===== src/rtl/dot_result_serializer_pkg.sv =====
// dot_result_serializer_pkg: shared widths, byte count and serializer state encoding
package dot_result_serializer_pkg;
  localparam int SUM_W  = 19;
  localparam int ACC_W  = 24;
  localparam int BYTE_W = 8;
  localparam int NBYTES = ACC_W / BYTE_W;
  localparam int IDX_W  = $clog2(NBYTES);
  typedef enum logic {IDLE, SEND} state_e;
endpackage


===== src/rtl/dot_result_serializer.sv =====
// dot_result_serializer: accumulates adder-tree sums and streams snapshots LSB-first as bytes
module dot_result_serializer
  import dot_result_serializer_pkg::*;
#(
  parameter int SUM_W  = dot_result_serializer_pkg::SUM_W,
  parameter int ACC_W  = dot_result_serializer_pkg::ACC_W,
  parameter int BYTE_W = dot_result_serializer_pkg::BYTE_W
) (
  input  logic              clk,
  input  logic              rst,
  input  logic [SUM_W-1:0]  sum_in,
  input  logic              capture,
  input  logic              clear,
  input  logic              send,
  output logic [BYTE_W-1:0] out_data,
  output logic              out_valid,
  input  logic              out_ready,
  output logic              out_last,
  output logic              busy,
  output logic              ovf
);
  localparam int NB = ACC_W / BYTE_W;
  localparam int IW = (NB > 1) ? $clog2(NB) : 1;

  logic [ACC_W-1:0] acc_q, acc_d, sh_q, sh_d;
  logic [ACC_W:0]   add;
  logic             ovf_q, ovf_d;
  logic [IW-1:0]    idx_q, idx_d;
  state_e           state_q, state_d;
  logic             fire, last, start;

  always_comb begin
    add   = {1'b0, acc_q} + (ACC_W+1)'(sum_in);
    acc_d = clear ? (capture ? ACC_W'(sum_in) : '0) : (capture ? add[ACC_W-1:0] : acc_q);
    ovf_d = !clear && (ovf_q || (capture && add[ACC_W]));
  end

  always_ff @(posedge clk) begin
    if (rst) begin
      acc_q <= '0;
      ovf_q <= 1'b0;
    end else begin
      acc_q <= acc_d;
      ovf_q <= ovf_d;
    end
  end

  always_ff @(posedge clk) begin
    if (rst) begin
      state_q <= IDLE;
      idx_q   <= '0;
      sh_q    <= '0;
    end else begin
      state_q <= state_d;
      idx_q   <= idx_d;
      sh_q    <= sh_d;
    end
  end

  // the snapshot takes acc_q, so a same-cycle capture or clear is not included
  always_comb begin
    last    = idx_q == IW'(NB - 1);
    fire    = (state_q == SEND) && out_ready;
    start   = (state_q == IDLE) && send;
    state_d = (state_q == IDLE) ? (send ? SEND : IDLE) : ((fire && last) ? IDLE : SEND);
    sh_d    = start ? acc_q : (fire ? sh_q >> BYTE_W : sh_q);
    idx_d   = start ? '0 : (fire ? idx_q + IW'(1) : idx_q);
  end

  always_comb begin
    out_valid = state_q == SEND;
    busy      = state_q == SEND;
    out_data  = sh_q[BYTE_W-1:0];
    out_last  = (state_q == SEND) && last;
    ovf       = ovf_q;
  end
endmodule


===== config.mk =====
export PLATFORM = sky130hd
export DESIGN_NAME = dot_result_serializer
export DESIGN_NICKNAME = d
export VERILOG_FILES = /design/src/rtl/dot_result_serializer_pkg.sv /design/src/rtl/dot_result_serializer.sv
export SDC_FILE = /design/constraint.sdc
export NUM_CORES = 1
export LEC_CHECK = 0
export CORE_MARGIN = 3
export CORE_UTILIZATION = 53
export CTS_BUF_LIST = sky130_fd_sc_hd__clkbuf_8
export DETAILED_ROUTE_END_ITERATION = 16
export PLACE_DENSITY = 0.9
export RECOVER_POWER = 25
export SLEW_MARGIN = 15
export SYNTH_ARGS = -nofsm -noshare
export SYNTH_HDL_FRONTEND = slang
export SYNTH_SLANG_ARGS = --single-unit

===== constraint.sdc =====
create_clock -name clk -period 2.1 [get_ports clk]
set_clock_uncertainty 0.05 [all_clocks]
set_input_delay 0.42 -clock clk [delete_from_list [all_inputs] [get_ports clk]]
set_output_delay 0.42 -clock clk [all_outputs]
set_load 0.02 [all_outputs]

==> impl_metrics.csv, run 1 <==
group,metric,value,unit
status,run_status,"complete, but fails checks",
status,violations,"setup timing",
timing,fmax,457,MHz
cts,cts_max_level,2,
timing,slew_headroom,54.4,%
power,p_int,1.74,mW
cells_and_area,fill_cells,373,
cts,tritoncts,"done",
logic_synthesis,syn_area,3390,um^2
setup_path,critPathRequiredTime,2.30,ns
timing,drv_slew,0,
floorplanning,initial_core_util,55.9,%
setup_path,reg2reg_from,"acc_q[0]",
cells_and_area,final_layout_size_suffix_gt1_share,28.8,%
power,p_switching,0.901,mW
floorplanning,core,6060,um^2
power,power_frac_comb,36.2,%
setup_path,path_class,"input port to flip-flop",
timing,holdWs,0.376,ns
flow_run,cap_violations,0,
logic_synthesis,syn_nets,475,
logic_synthesis,ys_ff_latch,52,
cts,cts.clk_slew.worst_paths,0.10,ns
logic_synthesis,yosys.area.top_type_share,30.7,%
floorplanning,design.die.area,7380,um^2
floorplanning,row_count,28,
cells_and_area,n_antenna_cell,0,
route,first_iter_violations,440,
route,vias,3721,
timing,worst_slack,-0.0884,ns
route,routed_wl,10.9,mm
logic_synthesis,yosys_warnings,0,
cells_and_area,stdcell_area,4690,um^2
timing,worstMarginPinSlew,0.684,ns
placement,dp_hpwl,7.04,mm
worst_hold_path,min_from,"sum_in[5]",
timing,rsz0062_at_grt,"yes",
power,seqPwrFrac,41.5,%
global_routing,track_usage,28.4,%
route,drc,0,
route,final_antenna_net_count,0,
setup_path,endpoint_kind,"flip-flop",
logic_synthesis,synth_edf_count,0,
route,routed_via_density,6.35,
logic_synthesis,async_flop_share,0,%
cts,numCtsBuffers,5,
logic_synthesis,synth_top_cell_by_area,"dfxtp_1",
power,pwr_density_cell,564,nW/um^2
placement,placed_area,4200,um^2
floorplanning,die_w,85.9,um
power,leakage,1.89,nW
route,wl_per_cell,18.6,um
setup_path,worstSetupStartpointType,"input port",
logic_synthesis,synth_most_common_cell,"nand2_1",
setup_path,worstReg2RegEnd,"acc_q[18]",
cells_and_area,multi_input_comb_area,2500,um^2
cells_and_area,fin_cells,586,
timing,fin_setup_tns,-0.328,ns
setup_path,reg2reg_depth,10,
logic_synthesis,synth_seq_area_share,30.7,%
logic_synthesis,synth_area_leaders,"dfxtp_1 (31%), nand2_1 (8.3%), ha_1 (7.4%), a21oi_1 (6.9%), nor2_1 (5.7%)",
global_routing,grt_max_degree,45,
floorplanning,dieHeight,85.9,um
cells_and_area,regArea,1050,um^2
placement,place.gp.congestion,0.956,
logic_synthesis,synth_ff_type,"dfxtp_1",
cells_and_area,syn_to_final_growth,38.5,%
cells_and_area,fin_nets,556,
route,drt-pass1-iter-count,6,
worst_hold_path,whs_path_depth,3,
global_routing,antenna_found_initial,0,
worst_hold_path,hold_class,"input port to flip-flop",
logic_synthesis,avgSynthCellArea,7.89,um^2
global_routing,grt_pass1_wl,17.0,mm
timing,final.min_clock_period,2.19,ns
timing,setup_viol,6,
power,vdd_drop_max,0.378,mV
logic_synthesis,synth.distinct_cells,62,
global_routing,grt_overflow,0,
power,clkPwrFrac,22.3,%
placement,dp.cells,573,
timing,hold_viol,0,
logic_synthesis,synthCells,429,
worst_hold_path,hold_end,"acc_q[5]",
cts,clkLatencyLatePin,0.31,ns
setup_path,worst-endpoint-arrival,2.39,ns
setup_path,cp_max_fo,5,
floorplanning,ios,37,
cts,hold_buffers,0,
cts,clock_path_buffers,2,
placement,numPortBuffers,36,
cts,clock-sinks,52,
timing,post-route-period-util,104,%
global_routing,grt_pass1_vias,3692,
logic_synthesis,synthTopCellsByCount,"nand2_1 (75), dfxtp_1 (52), nor2_1 (51)",
setup_path,rrSetupSlack,-0.08,ns
cts,clock-root-buffer,"clkbuf_8",
power,p_sw_share,34.1,%
-- layout by cell type, fill, tap and decap left out, drive strengths merged, types with 5 or more instances in the layout --
cell type	count
nand2	76
buf	70
dfxtp	52
nor2	51
a21oi	48
ha	20
clkdlybuf4s50	19
a311oi	16
o21ai	13
mux2i	10
dlygate4sd2	10
xnor2	9
nor3	8
inv	8
nand3	7
or3	6
a21o	6
nor3b	6
clkbuf	6
and3	6
dlymetal6s2s	5
-- flip-flops by register name, indices dropped and copies added (netlist names) --
| register | count |
|---|---|
| sh_q | 24 |
| idx_q | 2 |
| busy | 1 |
| ovf | 1 |
| acc_q | 24 |
-- critical path, cell delays in order --
cell and delay [ns]:
dlygate4sd2_1 0.29, ha_4 0.25, a21oi_2 0.19, o21ai_2 0.09, or4_4 0.52, a32oi_2 0.23, o21ai_4 0.13, nand3_2 0.10
mux2i_1 0.17
-- per-stage QoR --
| step | utilization, % | total power, mW | setup slack (ns) |
|---|---|---|---|
| floorplan | - | 1.58 | 0.00321 |
| global placement | 69.3 | 1.87 | -0.548 |
| detailed placement | 69.3 | 1.90 | -0.666 |
| CTS | 74.2 | 2.53 | -0.0482 |
| global route | 77.4 | 2.77 | -0.143 |
| finish | 77.4 | 2.64 | -0.0884 |
-- cell families (layout without fill, tap and decap cells) --
family	count (synthesis)	count (layout)	share of synthesized area (%)
xor gates and xnor gates	10	10	2.59
DFF	52	52	30.7
and+or+nand+nor	178	178	23.8
AOI/OAI and AO/OA	118	118	25.1
buffers and inverters	40	122	6.84
muxes	10	10	2.96
adders and majority gates	21	21	7.98
-- power groups by stage --
stage                     clock, mW  sequential, mW  combinational [mW]
after detailed placement          0            1.11               0.796
after global placement            0            1.10               0.767
after CTS                     0.585            1.09               0.859
after global routing          0.634            1.10                1.03
final                         0.590            1.10               0.956
after floorplan                   0            1.09               0.489
-- worst max path at each step --
stage | cells past startpoint | end | slack, ns | start
floorplan | 10 | acc_q[20] | 0.003 | sum_in[0]
global placement | 11 | acc_q[16] | -0.55 | sum_in[0]
detailed placement | 11 | acc_q[18] | -0.67 | sum_in[0]
CTS | 10 | acc_q[18] | -0.05 | acc_q[0]
global route | 9 | acc_q[23] | -0.14 | sum_in[14]
finish | 9 | acc_q[23] | -0.09 | sum_in[14]
-- metal layers --
metal | vias to the layer above | track usage (%) | part of all wire (%)
met5 | - | 0 | 0
met4 | 0 | 15.3 | 4.9
met3 | 63 | 5.00 | 7.0
met2 | 234 | 49.3 | 50
met1 | 1742 | 32.9 | 38
li1 | 1682 | - | -
-- timing repair --
item,CTS,global route
buffers inserted,1,4
gates cloned,0,0
resized for setup,47,33
pin swaps,14,20
endpoints found under the setup margin,21,18
-- layout make-up --
type	count	area share (%)
Tap cell	75	2.00
Multi-Input combinational cell	337	53.3
Clock inverter	3	0.427
Inverter	7	0.560
Sequential cell	52	22.3
Timing Repair Buffer	107	19.9
Clock buffer	5	1.47
(Power assumes the default switching activity.)
==> run 2, diff against run 1 <==
- ABC_CLOCK_PERIOD_IN_PS: not set -> 2100
- CORE_UTILIZATION: 53 -> 40
- PLACE_DENSITY: 0.9 -> 0.73
- SETUP_SLACK_MARGIN: not set -> 0.2
==> impl_metrics.csv, run 2 (synthesized netlist as in run 1, its figures left out) <==
group,metric,value,unit
cells_and_area,fin_nets,557,
route,drc,0,
setup_path,critPathRequiredTime,2.27,ns
cells_and_area,fin_cells,614,
floorplanning,row_count,32,
global_routing,grt_pass1_vias,3347,
cts,clkLatencyLatePin,0.32,ns
cells_and_area,fill_cells,647,
timing,fmax,481,MHz
global_routing,antenna_found_initial,0,
cells_and_area,regArea,1050,um^2
global_routing,grt_busiest_layer,"met2",
power,leakage,1.88,nW
cts,clock_path_buffers,2,
global_routing,globalRouteMet3Util,3.00,%
placement,pre_cts_slack,-0.596,ns
timing,post-route-period-util,98.9,%
cts,cts_max_level,2,
cts,clock-sinks,52,
cells_and_area,multi_input_comb_area,2570,um^2
route,vias,3478,
placement,place.gp.congestion,0.910,
placement,dp_hpwl,6.99,mm
route,routed_via_density,5.66,
setup_path,cp_max_fo,4,
setup_path,worstSetupStartpointType,"flip-flop",
global_routing,track_usage,20.2,%
global_routing,grtUsageMet2,34.0,%
cts,hold_buffers,0,
route,final_antenna_net_count,0,
timing,final.min_clock_period,2.08,ns
floorplanning,die_w,98,um
timing,hold_viol,0,
global_routing,grt_pass1_wl,16.2,mm
cts,numCtsBuffers,5,
global_routing,gr-usage-met1,27.3,%
route,routed_wl,10.2,mm
route,wl_per_cell,16.7,um
setup_path,path_class,"flip-flop to flip-flop",
cells_and_area,most-common-layout-cells,"nand2_1 (74), buf_4 (62), nor2_1 (49)",
timing,rsz0062_at_grt,"yes",
global_routing,grt_max_degree,39,
cts,clock-root-buffer,"clkbuf_8",
timing,holdWs,0.404,ns
power,pwr_density_cell,559,nW/um^2
cells_and_area,n_antenna_cell,0,
timing,drv_slew,0,
cts,tritoncts,"done",
cells_and_area,layout_commonest_cell,"nand2_1",
placement,numPortBuffers,36,
power,finalPower,2.69,mW
floorplanning,core,7970,um^2
timing,worst_slack,0.0226,ns
setup_path,worst-endpoint-arrival,2.25,ns
route,drt-pass1-iter-count,5,
cts,cts.clk_slew.worst_paths,0.11,ns
status,run_status,"completed",
timing,fin_setup_tns,0,ns
worst_hold_path,hold_class,"flip-flop to flip-flop",
cells_and_area,reg_top3,"acc_q x24, sh_q x24, idx_q x2",
cells_and_area,post-route-util,60.4,%
flow_run,cap_violations,0,
cells_and_area,final_layout_size_suffix_gt1_share,31.4,%
power,vdd_drop_max,0.292,mV
timing,worstMarginPinSlew,0.885,ns
global_routing,grt_overflow,0,
timing,setup_viol,0,
setup_path,endpoint_kind,"flip-flop",
placement,dp.cells,596,
floorplanning,ios,37,
floorplanning,design.die.area,9600,um^2
floorplanning,initial_core_util,42.5,%
cells_and_area,syn_to_final_growth,42.1,%
timing,slew_headroom,41.0,%
cells_and_area,stdcell_area,4810,um^2
route,first_iter_violations,164,
floorplanning,dieHeight,98,um
placement,placed_area,4330,um^2
run 2: cell types whose count changed in the layout (fill, tap and decap cells not counted), sizes merged:
cell / delta
buf: +1
clkdlybuf4s15: +3
clkdlybuf4s50: -4
clkinv: -1
dlygate4sd2: +5
dlygate4sd3: -1
dlymetal6s2s: -3
inv: +1
run 2: layout make-up:
| type | count | area share, % |
|---|---|---|
| Tap cell | 102 | 2.65 |
| Multi-Input combinational cell | 337 | 53.5 |
| Sequential cell | 52 | 21.9 |
| Timing Repair Buffer | 108 | 19.5 |
| Inverter | 7 | 0.546 |
| Clock inverter | 3 | 0.520 |
| Clock buffer | 5 | 1.43 |
run 2: report_power, final:
group	internal [mW]	switching, mW
registers	1.04	0.0577
clock network	0.244	0.379
logic	0.482	0.486
run 2: metal layers:
metal | up-vias | wire (um)
li1 | 1686 | -
met1 | 1651 | 4500
met2 | 117 | 4990
met3 | 24 | 516
met4 | 0 | 230
met5 | - | 0
run 2: path summary, 6_finish.rpt:
kind	from	endpoint	slack [ns]	cells past startpoint
setup reg to reg	acc_q[0]	acc_q[16]	0.02	10
hold reg to reg	ovf	ovf	0.40	2
setup / recovery	acc_q[0]	acc_q[16]	0.02	10
hold / removal	ovf	ovf	0.40	2
run 2: critical path, stage by stage, from the launching register on:
cell and delay, ns:
dfxtp_4 0.37, ha_4 0.13, inv_2 0.03, fa_2 0.35, nor2b_4 0.15, o21bai_4 0.09
a31oi_4 0.19, o211ai_4 0.16, a21oi_2 0.18, mux2i_1 0.22, nor2_1 0.05
run 2: what timing repair did:
action	in CTS	in global routing
pin swaps	29	29
resized for setup	66	28
buffers inserted	5	5
setup endpoints to repair	24	23
==> run 3, diff against run 2 <==
- SLEW_MARGIN: 15 -> not set
- TNS_END_PERCENT: not set -> 100
==> results of run 3 <==
No change in the layout: final DEF, timing and power equal those of run 2.
